**config.mk**
```make
export PLATFORM = sky130hd
export DESIGN_NAME = fetch
export DESIGN_NICKNAME = d
export VERILOG_FILES = /design/src/rtl/fetch_pkg.sv /design/src/rtl/fetch_queue.sv /design/src/rtl/fetch.sv
export SDC_FILE = /design/constraint.sdc
export NUM_CORES = 1
export LEC_CHECK = 0
export CAP_MARGIN = 20
export CORE_MARGIN = 5
export CORE_UTILIZATION = 40
export CTS_CLUSTER_DIAMETER = 60
export DETAILED_ROUTE_END_ITERATION = 8
export PLACE_DENSITY = 0.67
export SETUP_SLACK_MARGIN = 0.2
export SKIP_CTS_REPAIR_TIMING = 1
export SLEW_MARGIN = 10
export SYNTH_ARGS = -nofsm -noshare
export SYNTH_HDL_FRONTEND = slang
export SYNTH_SLANG_ARGS = --single-unit
```
**constraint.sdc**
```tcl
create_clock -name clk -period 2.4 [get_ports clk]
set_clock_uncertainty 0.15 [all_clocks]
set_input_delay 0.36 -clock clk [delete_from_list [all_inputs] [get_ports clk]]
set_output_delay 0.36 -clock clk [all_outputs]
set_load 0.01 [all_outputs]
```
**src/rtl/fetch_pkg.sv**
```systemverilog
// Shared types for the fetch stage: `common` holds the machine word and reset PC,
// `pipes` holds the inter-stage payloads and the fetch FSM state encoding.
package common;
    typedef logic [63:0] word_t;
    localparam word_t RESET_PC_DEFAULT = 64'h8000_0000;
endpackage

package pipes;
    import common::*;

    typedef struct packed {
        logic        valid;
        word_t       pc;
        logic [31:0] instr;
    } fetch_data_t;

    typedef struct packed {
        word_t       pc;
        logic [31:0] instr;
    } fetch_entry_t;

    typedef enum logic [1:0] {REQ, FULL, DROP} fetch_state_t;
endpackage

```
**src/rtl/fetch_queue.sv**
```systemverilog
// Small in-order buffer (depth 1 or 2) of fetched {pc, instr} pairs awaiting decode.
// Flush wins over push/pop; a push and pop in the same cycle is legal even when full.
module fetch_queue
    import pipes::*;
#(
    parameter logic [1:0] DEPTH = 2'd1
) (
    input  logic         clk,
    input  logic         reset,
    input  logic         push,
    input  logic         pop,
    input  logic         flush,
    input  fetch_entry_t push_entry,
    output fetch_entry_t head,
    output logic [1:0]   count,
    output logic         full_next
);
    fetch_entry_t entry0;
    fetch_entry_t entry1;
    logic [1:0]   count_next;

    always_comb begin
        count_next = count;
        if (flush)
            count_next = 2'd0;
        else if (push && !pop)
            count_next = count + 2'd1;
        else if (pop && !push)
            count_next = count - 2'd1;
    end

    assign full_next = (count_next == DEPTH);
    assign head      = entry0;

    // entry0 is always the oldest entry; entry1 only ever holds the second-oldest.
    always_ff @(posedge clk or negedge reset) begin
        if (!reset) begin
            count  <= 2'd0;
            entry0 <= '0;
            entry1 <= '0;
        end else begin
            count <= count_next;
            if (!flush) begin
                case ({push, pop})
                    2'b10: begin
                        if (count == 2'd0)
                            entry0 <= push_entry;
                        else
                            entry1 <= push_entry;
                    end
                    2'b01: entry0 <= entry1;
                    2'b11: begin
                        if (count == 2'd1) begin
                            entry0 <= push_entry;
                        end else begin
                            entry0 <= entry1;
                            entry1 <= push_entry;
                        end
                    end
                    default: ;
                endcase
            end
        end
    end
endmodule

```
**src/rtl/fetch.sv**
```systemverilog
// Instruction-fetch stage: owns the PC, keeps one bus request outstanding and feeds decode.
// Define FETCH_PREFETCH_EN for a 2-entry run-ahead buffer; otherwise a single entry is held.
module fetch
    import common::*;
    import pipes::*;
#(
    parameter word_t RESET_PC = RESET_PC_DEFAULT
) (
    input  logic        clk,
    input  logic        reset,
    input  logic        stopd,
    input  logic        stope,
    input  logic        stopm,
    input  logic        branch,
    input  word_t       branch_target,
    output logic        ireq_valid,
    output word_t       ireq_addr,
    input  logic        iresp_data_ok,
    input  logic [31:0] iresp_data,
    output fetch_data_t dataF
);
`ifdef FETCH_PREFETCH_EN
    localparam logic [1:0] QDEPTH = 2'd2;
`else
    localparam logic [1:0] QDEPTH = 2'd1;
`endif

    fetch_state_t state;
    word_t        pc;
    word_t        drop_addr;
    logic         stall;
    logic         accept;
    logic         bypass;
    logic         push;
    logic         pop;
    logic         full_next;
    logic [1:0]   q_count;
    fetch_entry_t head;
    fetch_entry_t resp_entry;

    assign stall      = stopd | stope | stopm;
    assign accept     = (state == REQ) && iresp_data_ok && !branch;
    assign pop        = !stall && (q_count != 2'd0);
    assign bypass     = accept && !stall && (q_count == 2'd0);
    assign push       = accept && !bypass;
    assign resp_entry = '{pc: pc, instr: iresp_data};

    // In DROP the PC already points at the branch target, so the abandoned address is replayed.
    assign ireq_valid = (state != FULL);
    assign ireq_addr  = (state == DROP) ? drop_addr : pc;

    fetch_queue #(
        .DEPTH(QDEPTH)
    ) u_queue (
        .clk       (clk),
        .reset     (reset),
        .push      (push),
        .pop       (pop),
        .flush     (branch),
        .push_entry(resp_entry),
        .head      (head),
        .count     (q_count),
        .full_next (full_next)
    );

    always_ff @(posedge clk or negedge reset) begin
        if (!reset) begin
            state     <= REQ;
            pc        <= RESET_PC;
            drop_addr <= RESET_PC;
            dataF     <= '0;
        end else if (branch) begin
            pc          <= branch_target;
            dataF.valid <= 1'b0;
            // An unanswered request must still be completed on the bus before refetching.
            if (state != FULL && !iresp_data_ok) begin
                state <= DROP;
                if (state == REQ)
                    drop_addr <= pc;
            end else begin
                state <= REQ;
            end
        end else begin
            if (accept)
                pc <= pc + 64'd4;
            if (!stall) begin
                if (pop)
                    dataF <= '{valid: 1'b1, pc: head.pc, instr: head.instr};
                else if (bypass)
                    dataF <= '{valid: 1'b1, pc: pc, instr: iresp_data};
                else
                    dataF.valid <= 1'b0;
            end
            case (state)
                REQ:     if (full_next) state <= FULL;
                FULL:    if (!full_next) state <= REQ;
                DROP:    if (iresp_data_ok) state <= REQ;
                default: state <= REQ;
            endcase
        end
    end
endmodule

```
# ---- Word level (Yosys, flattened, before mapping)
# Index checks and enable logic that the tools add are counted.
dict set report classes {
  n_addsub 3
  multipliers 0
  div_mod_pow 0
  magnitude_cmp 0
  eq_ne 15
  n_shift 0
  n_mux 23
  bitwise_logic 4
  n_reduce_logical 27
}
# cell count
set op_table {}
lappend op_table {{96-bit two-way mux} 5}
lappend op_table {{96-bit one-hot mux with 3 select lines} 1}
lappend op_table {{97-bit two-way mux} 2}
lappend op_table {{64-bit two-way mux} 3}
lappend op_table {{96-bit one-hot mux with 2 select lines} 1}
lappend op_table {{64-bit by 3-bit adder with 64-bit output (second input constant)} 1}
lappend op_table {{2-bit two-way mux} 8}
lappend op_table {{3-bit AND reduction} 4}
lappend op_table {{1-bit logical AND} 9}
lappend op_table {{3-bit inequality test (second input constant)} 3}
lappend op_table {{2-bit by 1-bit equality test with 1-bit output (second input constant)} 4}
lappend op_table {{2-bit inequality test (second input constant)} 4}
lappend op_table {{2-bit nonzero test} 4}
lappend op_table {{2-bit equality test (second input constant)} 3}
lappend op_table {{1-bit logical NOT} 6}
lappend op_table {{2-bit one-hot mux with 3 select lines} 1}
lappend op_table {{2-bit logical NOT} 2}
lappend op_table {{4-bit AND reduction} 1}
lappend op_table {{3-bit nonzero test} 1}
lappend op_table {{2-bit by 1-bit adder with 2-bit output (second input constant)} 1}
lappend op_table {{1-bit two-way mux} 2}
lappend op_table {{2-bit by 1-bit inequality test with 1-bit output (second input constant)} 1}
lappend op_table {{1-bit NOT} 2}
lappend op_table {{1-bit bitwise OR} 2}
lappend op_table {{2-bit by 1-bit subtractor with 2-bit output (second input constant)} 1}
dict set report word_totals {
  ff_bits 421
  latchBits 0
  ram_bits 0
  romBits 0
  in_bits 103
  out_inout_bits 162
  elab_cells 83
  memories 0
}

# ---- Depth between registers and ports, before layout
dict set report depth {
  word_depth 16
  mapped_depth 9
  mapped_depth_nobuf 7
}

# ---- Hierarchy
# A second synthesis with hierarchy kept.
dict set report hier_totals {
  cells_unflattened 1645
  hier_area_um2 20011.7
}
# module n_inst cells_per_inst area_per_inst_um2
set by_module_without_submodules {}
lappend by_module_without_submodules {fetch 1 1110 11385.9}
lappend by_module_without_submodules {fetch_queue 1 535 8625.8}

# ---- Least setup slack after synthesis
# Ideal clock, no wire load.
dict set report synth_path {
  path_kind {reg-to-reg}
  from {register u_queue.count[0]}
  to {register u_queue.entry0, in the netlist u_queue.head[83]}
  arrival_ps 2248
  t_required_ps 2113
  setup_slack_ps -135
  path_stages_with_launch 10
  path_buffers 3
  synth_period_minus_slack_ps 2535
  cell_sequence {dfrtp_1 -> inv_1 -> ha_1 -> or4_1 -> a31oi_1 -> clkbuf_1 -> buf_2 -> buf_2 -> mux2i_1 -> a21oi_1}
}
dict set report synth_between {
  elab_chain_cells 7
}
# element line
set synth_rtl {}
lappend synth_rtl {{start, declared} fetch_queue.sv:15} ;# output logic [1:0] count,
lappend synth_rtl {{start signal, assigned} fetch_queue.sv:42} ;# count <= count_next;
lappend synth_rtl {{2-bit logical NOT} {fetch_queue.sv:46, fetch.sv:44}}
lappend synth_rtl {{1-bit logical AND} fetch.sv:44} ;# assign bypass = accept && !stall && (q_count == 2'd0);
lappend synth_rtl {{1-bit logical NOT} fetch.sv:45} ;# assign push = accept && !bypass;
lappend synth_rtl {{1-bit logical AND} fetch.sv:45}
lappend synth_rtl {{2-bit equality test / 2-bit by 1-bit equality test with 1-bit output (equally long branches)} fetch_queue.sv:44} ;# case ({push, pop})
lappend synth_rtl {{2-bit inequality test (no line) / 3-bit nonzero test (equally long branches)} n/a}
lappend synth_rtl {{3-bit AND reduction (no line)} n/a}
lappend synth_rtl {{end signal, assigned} fetch_queue.sv:47} ;# entry0 <= push_entry;
lappend synth_rtl {{end signal, assigned} fetch_queue.sv:51} ;# 2'b01: entry0 <= entry1;
lappend synth_rtl {{end signal, assigned} fetch_queue.sv:54} ;# entry0 <= push_entry;
lappend synth_rtl {{end, declared} fetch_queue.sv:18} ;# fetch_entry_t entry0;
# Parallel ways exist; a longest one is shown, timed or not.
# A chain may end at the register's enable or synchronous reset.

# ---- Final worst setup path
dict set report layout_path {
  from {register state[0]}
  to {output ireq_addr[63]}
}
dict set report layout_between {
  elab_chain_cells 2
}
# element line
set layout_rtl {}
lappend layout_rtl {{start, declared} fetch.sv:28} ;# fetch_state_t state;
lappend layout_rtl {{start signal, assigned} fetch.sv:68} ;# state <= REQ;
lappend layout_rtl {{start signal, assigned} fetch.sv:77} ;# state <= DROP;
lappend layout_rtl {{start signal, assigned} fetch.sv:81} ;# state <= REQ;
lappend layout_rtl {{2-bit equality test} fetch.sv:50} ;# assign ireq_addr = (state == DROP) ? drop_addr : pc;
lappend layout_rtl {{64-bit two-way mux} fetch.sv:50}
lappend layout_rtl {{end, declared} fetch.sv:17} ;# output word_t ireq_addr,
# No other way between the ends.

==> results_tabular.tex <==
\begin{tabular}{lr}
\hline
Metric & Value \\
\hline
\multicolumn{2}{l}{\textbf{Detailed routing}} \\
\quad Antenna Violating Nets Remaining & 0 \\
\quad Total via count after detailed routing & approximately 15000 \\
\quad Total detailed-routing wirelength & 58200 microns \\
\quad Remaining routing DRC violations & 0 \\
\quad Iteration count of the initial detailed-routing pass & 5 \\
\quad Via/cell ratio & 5.28 \\
\quad Wirelength per Cell & 20.3 microns \\
\quad Number of DRC markers in iteration 0 & 967 \\
\multicolumn{2}{l}{\textbf{Clock network}} \\
\quad Clock Sink Count & 421 \\
\quad Clock transition at path regs & 0.06 ns \\
\quad H-Tree Level Count & 2 \\
\quad CTS root buffer & clkbuf\_16 \\
\quad Num CTS Buffers & 47 \\
\quad Clock tree from TritonCTS & yes \\
\quad Bufs on Longest Clock Path & 3 \\
\quad Worst-skew pair later-pin latency & between 0.5 and 0.6 ns \\
\multicolumn{2}{l}{\textbf{Floorplan}} \\
\quad Width of the die & 232 microns \\
\quad Starting density of the core & 40.4\% \\
\quad Die Outline Area & about 54000 sq um \\
\quad Vertical extent of the die & 232 microns \\
\quad Area of the core region & 49000 sq um \\
\quad I/O pins & 265 \\
\quad Cell Rows & 81 \\
\multicolumn{2}{l}{\textbf{Power and ir drop}} \\
\quad Leakage & 12.0 nW \\
\quad Largest vdd supply drop & $\sim$0.55 mV \\
\quad Power per cell area & 986 nW/um\^{}2 \\
\multicolumn{2}{l}{\textbf{Synth}} \\
\quad Netlist Area Pre-Place & 19800 sq um \\
\quad Part of the Yosys area used for sequential elements & 53.3\% \\
\quad Flip-flop and latch count after synthesis & 421 \\
\quad Per-instance average area after synthesis & about 11 sq um \\
\quad Post-synthesis instance total & between 1500 and 2000 \\
\quad Number of synthesized flops with an enable pin & 0 \\
\quad Number of library cell types mapped by synthesis & 56 \\
\quad Share of synthesized flip-flops with an asynchronous set or reset & 100\% \\
\quad Most used flip-flop cell after synthesis & dfrtp\_1 \\
\quad Synthesis warning total & 0 \\
\quad Net count after synthesis & 1886 \\
\multicolumn{2}{l}{\textbf{Worst setup path}} \\
\quad Crit path max fanout & 5 \\
\quad Critical path startpoint category & flop \\
\quad Crit path arrival time & around 2.2 ns \\
\quad Type of the setup path with the least slack & reg -> out \\
\quad Endpoint required time on the critical path & $\sim$1.9 ns \\
\quad Worst Setup End Kind & output pin \\
\multicolumn{2}{l}{\textbf{Outcome}} \\
\quad Status & complete, but fails checks \\
\quad Failing checks & setup timing \\
\multicolumn{2}{l}{\textbf{Global routing}} \\
\quad Overflow left after global routing & 0 \\
\quad Aggregate global-route resource usage & between 10\% and 20\% \\
\quad Initial antenna violation count & 7 \\
\quad Vias in the first global route & 15100 \\
\quad First-pass GRT wire length & $\sim$84000 microns \\
\quad Pin count of the biggest net entering global routing & 67 \\
\multicolumn{2}{l}{\textbf{Timing}} \\
\quad Final hold violation count & 0 \\
\quad \# setup viols final & 215 \\
\quad RSZ-0062 raised after global routing & yes \\
\quad Peak Freq & 372 MHz \\
\quad Clock period minus worst slack & 2.69 ns \\
\quad Max Slew Vio Count & 0 \\
\quad Final worst-path cycle share & 112\% \\
\quad Worst setup slack after layout & -0.287 ns \\
\quad Slew of the pin with the lowest slew margin & 0.558 ns \\
\quad Slew headroom & 62.8\% \\
\quad Summed negative setup slack over all endpoints & -16.01 ns \\
\multicolumn{2}{l}{\textbf{Layout}} \\
\quad Share of post-route cells with drive strength above 1 & 29.2\% \\
\quad Final layout net count & 2267 \\
\quad Synthesis-to-layout area growth & 38.6\% \\
\quad Fraction of the core area covered by cells at the end of the flow & 56.0\% \\
\quad Total of fill cells in the finished design & 4058 \\
\multicolumn{2}{l}{\textbf{Min path}} \\
\quad Hold Crit Class & in -> reg \\
\multicolumn{2}{l}{\textbf{Placement}} \\
\quad GPL Wtd Cong & 0.793 \\
\quad HPWL reported at the end of detailed placement & 37800 microns \\
\quad Number of port buffers & 264 \\
\multicolumn{2}{l}{\textbf{Job}} \\
\quad Max-cap viol count & 0 \\
\hline
\end{tabular}
layout make-up:
class,instances,area [sq um],share of cell area (%)
inverter,9,33.8,0.123
clock inverter,23,246,0.899
timing repair buffer,496,5450,19.9
sequential,421,10500,38.4
antenna,3,7.51,0.0274
multi-input combinational,1186,8970,32.7
clock buffer,64,1350,4.93
tap,664,831,3.03
cell usage after synthesis (4+ instances only):
| master | instances | area (sq um) |
|---|---|---|
| nand2_1 | 82 | 308 |
| clkbuf_1 | 101 | 379 |
| nand3_1 | 45 | 225 |
| buf_2 | 51 | 255 |
| xor2_1 | 17 | 149 |
| o21ai_0 | 39 | 195 |
| mux2i_1 | 198 | 1980 |
| nor2_1 | 200 | 751 |
| nand4_1 | 25 | 156 |
| nor3_1 | 16 | 80.1 |
| xnor2_1 | 21 | 184 |
| buf_1 | 9 | 33.8 |
| nor2b_1 | 17 | 106 |
| o21ai_1 | 8 | 40.0 |
| inv_1 | 9 | 33.8 |
| a22oi_1 | 5 | 37.5 |
| and4_1 | 7 | 61.3 |
| and3_1 | 9 | 56.3 |
| dfrtp_1 | 419 | 10500 |
| a31oi_1 | 4 | 25.0 |
| nor4_1 | 15 | 93.8 |
| a21oi_1 | 197 | 986 |
| mux2_2 | 220 | 2480 |
| a221o_1 | 8 | 80.1 |
| or4_1 | 9 | 67.6 |
worst max-delay path, cell delays in order (launching register included):
cell	delay, ns
dfrtp_2	0.45
nor2b_4	0.16
buf_8	0.15
buf_12	0.14
buf_12	0.14
buf_6	0.10
mux2_4	0.32
buf_6	0.13
sequential cells by signal (all words and copies together) (netlist names):
register,flops
dataF,97
drop_addr,64
pc,64
state,2
u_queue.count,2
u_queue.entry1,96
u_queue.head,96
cells in the final DEF (no fill, tap or decap), drive strengths merged, types with 4 or more instances in the layout:
master / netlist / layout
a21oi: 197 / 197
a221o: 8 / 8
a22oi: 5 / 5
a31oi: 4 / 4
and2: 4 / 4
and3: 9 / 9
and4: 7 / 7
buf: 61 / 257
clkbuf: 103 / 104
clkdlybuf4s50: 0 / 197
clkinv: 0 / 13
clkinvlp: 0 / 4
dfrtp: 419 / 419
inv: 9 / 12
mux2: 220 / 220
mux2i: 198 / 198
nand2: 82 / 82
nand3: 45 / 45
nand4: 29 / 29
nor2: 201 / 201
nor2b: 17 / 17
nor3: 17 / 17
nor4: 19 / 19
o21ai: 47 / 47
or4: 10 / 10
xnor2: 21 / 21
xor2: 17 / 17
where the power goes:
part,switching [mW],internal (mW)
clock,3.05,4.31
sequential,1.60,9.89
combinational,3.48,4.70
total,8.13,18.9
kinds of logic (layout without fill, tap and decap cells):
logic type	Yosys count	after routing	synth area share (%)
AND/OR/NAND/NOR	458	458	11.4
flip-flops	421	421	53.3
multiplexers	418	418	22.5
AO/OA/AOI/OAI	269	269	7.27
buffers and inverters	173	592	3.66
XOR/XNOR	38	38	1.68
adder cells (fa/ha/maj)	3	3	0.190
other	0	3	0
metrics by stage:
stage | hold WS, ns | power (mW) | setup WS, ns | instance area [sq um] | cells
6_report | 0.163 | 27.0 | -0.287 | 27400 | 2866
5_1_grt | 0.146 | 28.5 | -0.345 | 27400 | 2866
4_1_cts | -0.430 | 26.7 | -0.635 | 26100 | 2805
3_5_place_dp | 0.209 | 19.2 | -0.394 | 24500 | 2718
3_3_place_gp | 0.204 | 18.9 | -0.334 | 24500 | 2718
2_1_floorplan | -0.0856 | 15.3 | 0.152 | 20000 | 1780
per-layer routing:
| metal | GRT usage, % | vias to the layer above | wire length [microns] |
|---|---|---|---|
| met5 | 0 | - | 60 |
| met4 | 6.79 | 8 | 1870 |
| met3 | 4.06 | 107 | 3240 |
| met2 | 31.4 | 392 | 27500 |
| met1 | 26.0 | 7596 | 25500 |
| li1 | - | 7029 | - |
worst paths after layout:
| path | from | to | slack [ns] | cells past startpoint |
|---|---|---|---|---|
| worst max-delay path | state[0] | ireq_addr[63] | -0.29 | 7 |
| worst min-delay path | branch_target[31] | pc[31] | 0.16 | 3 |
| worst max register to register | state[0] | dataF[6] | -0.13 | 10 |
| worst min register to register | u_queue.entry1[53] | u_queue.entry1[53] | 0.35 | 1 |
| max in group asynchronous | reset | state[0] | 1.09 | 3 |
| min in group asynchronous | reset | drop_addr[54] | 0.18 | 2 |
(Power assumes the default switching activity.)
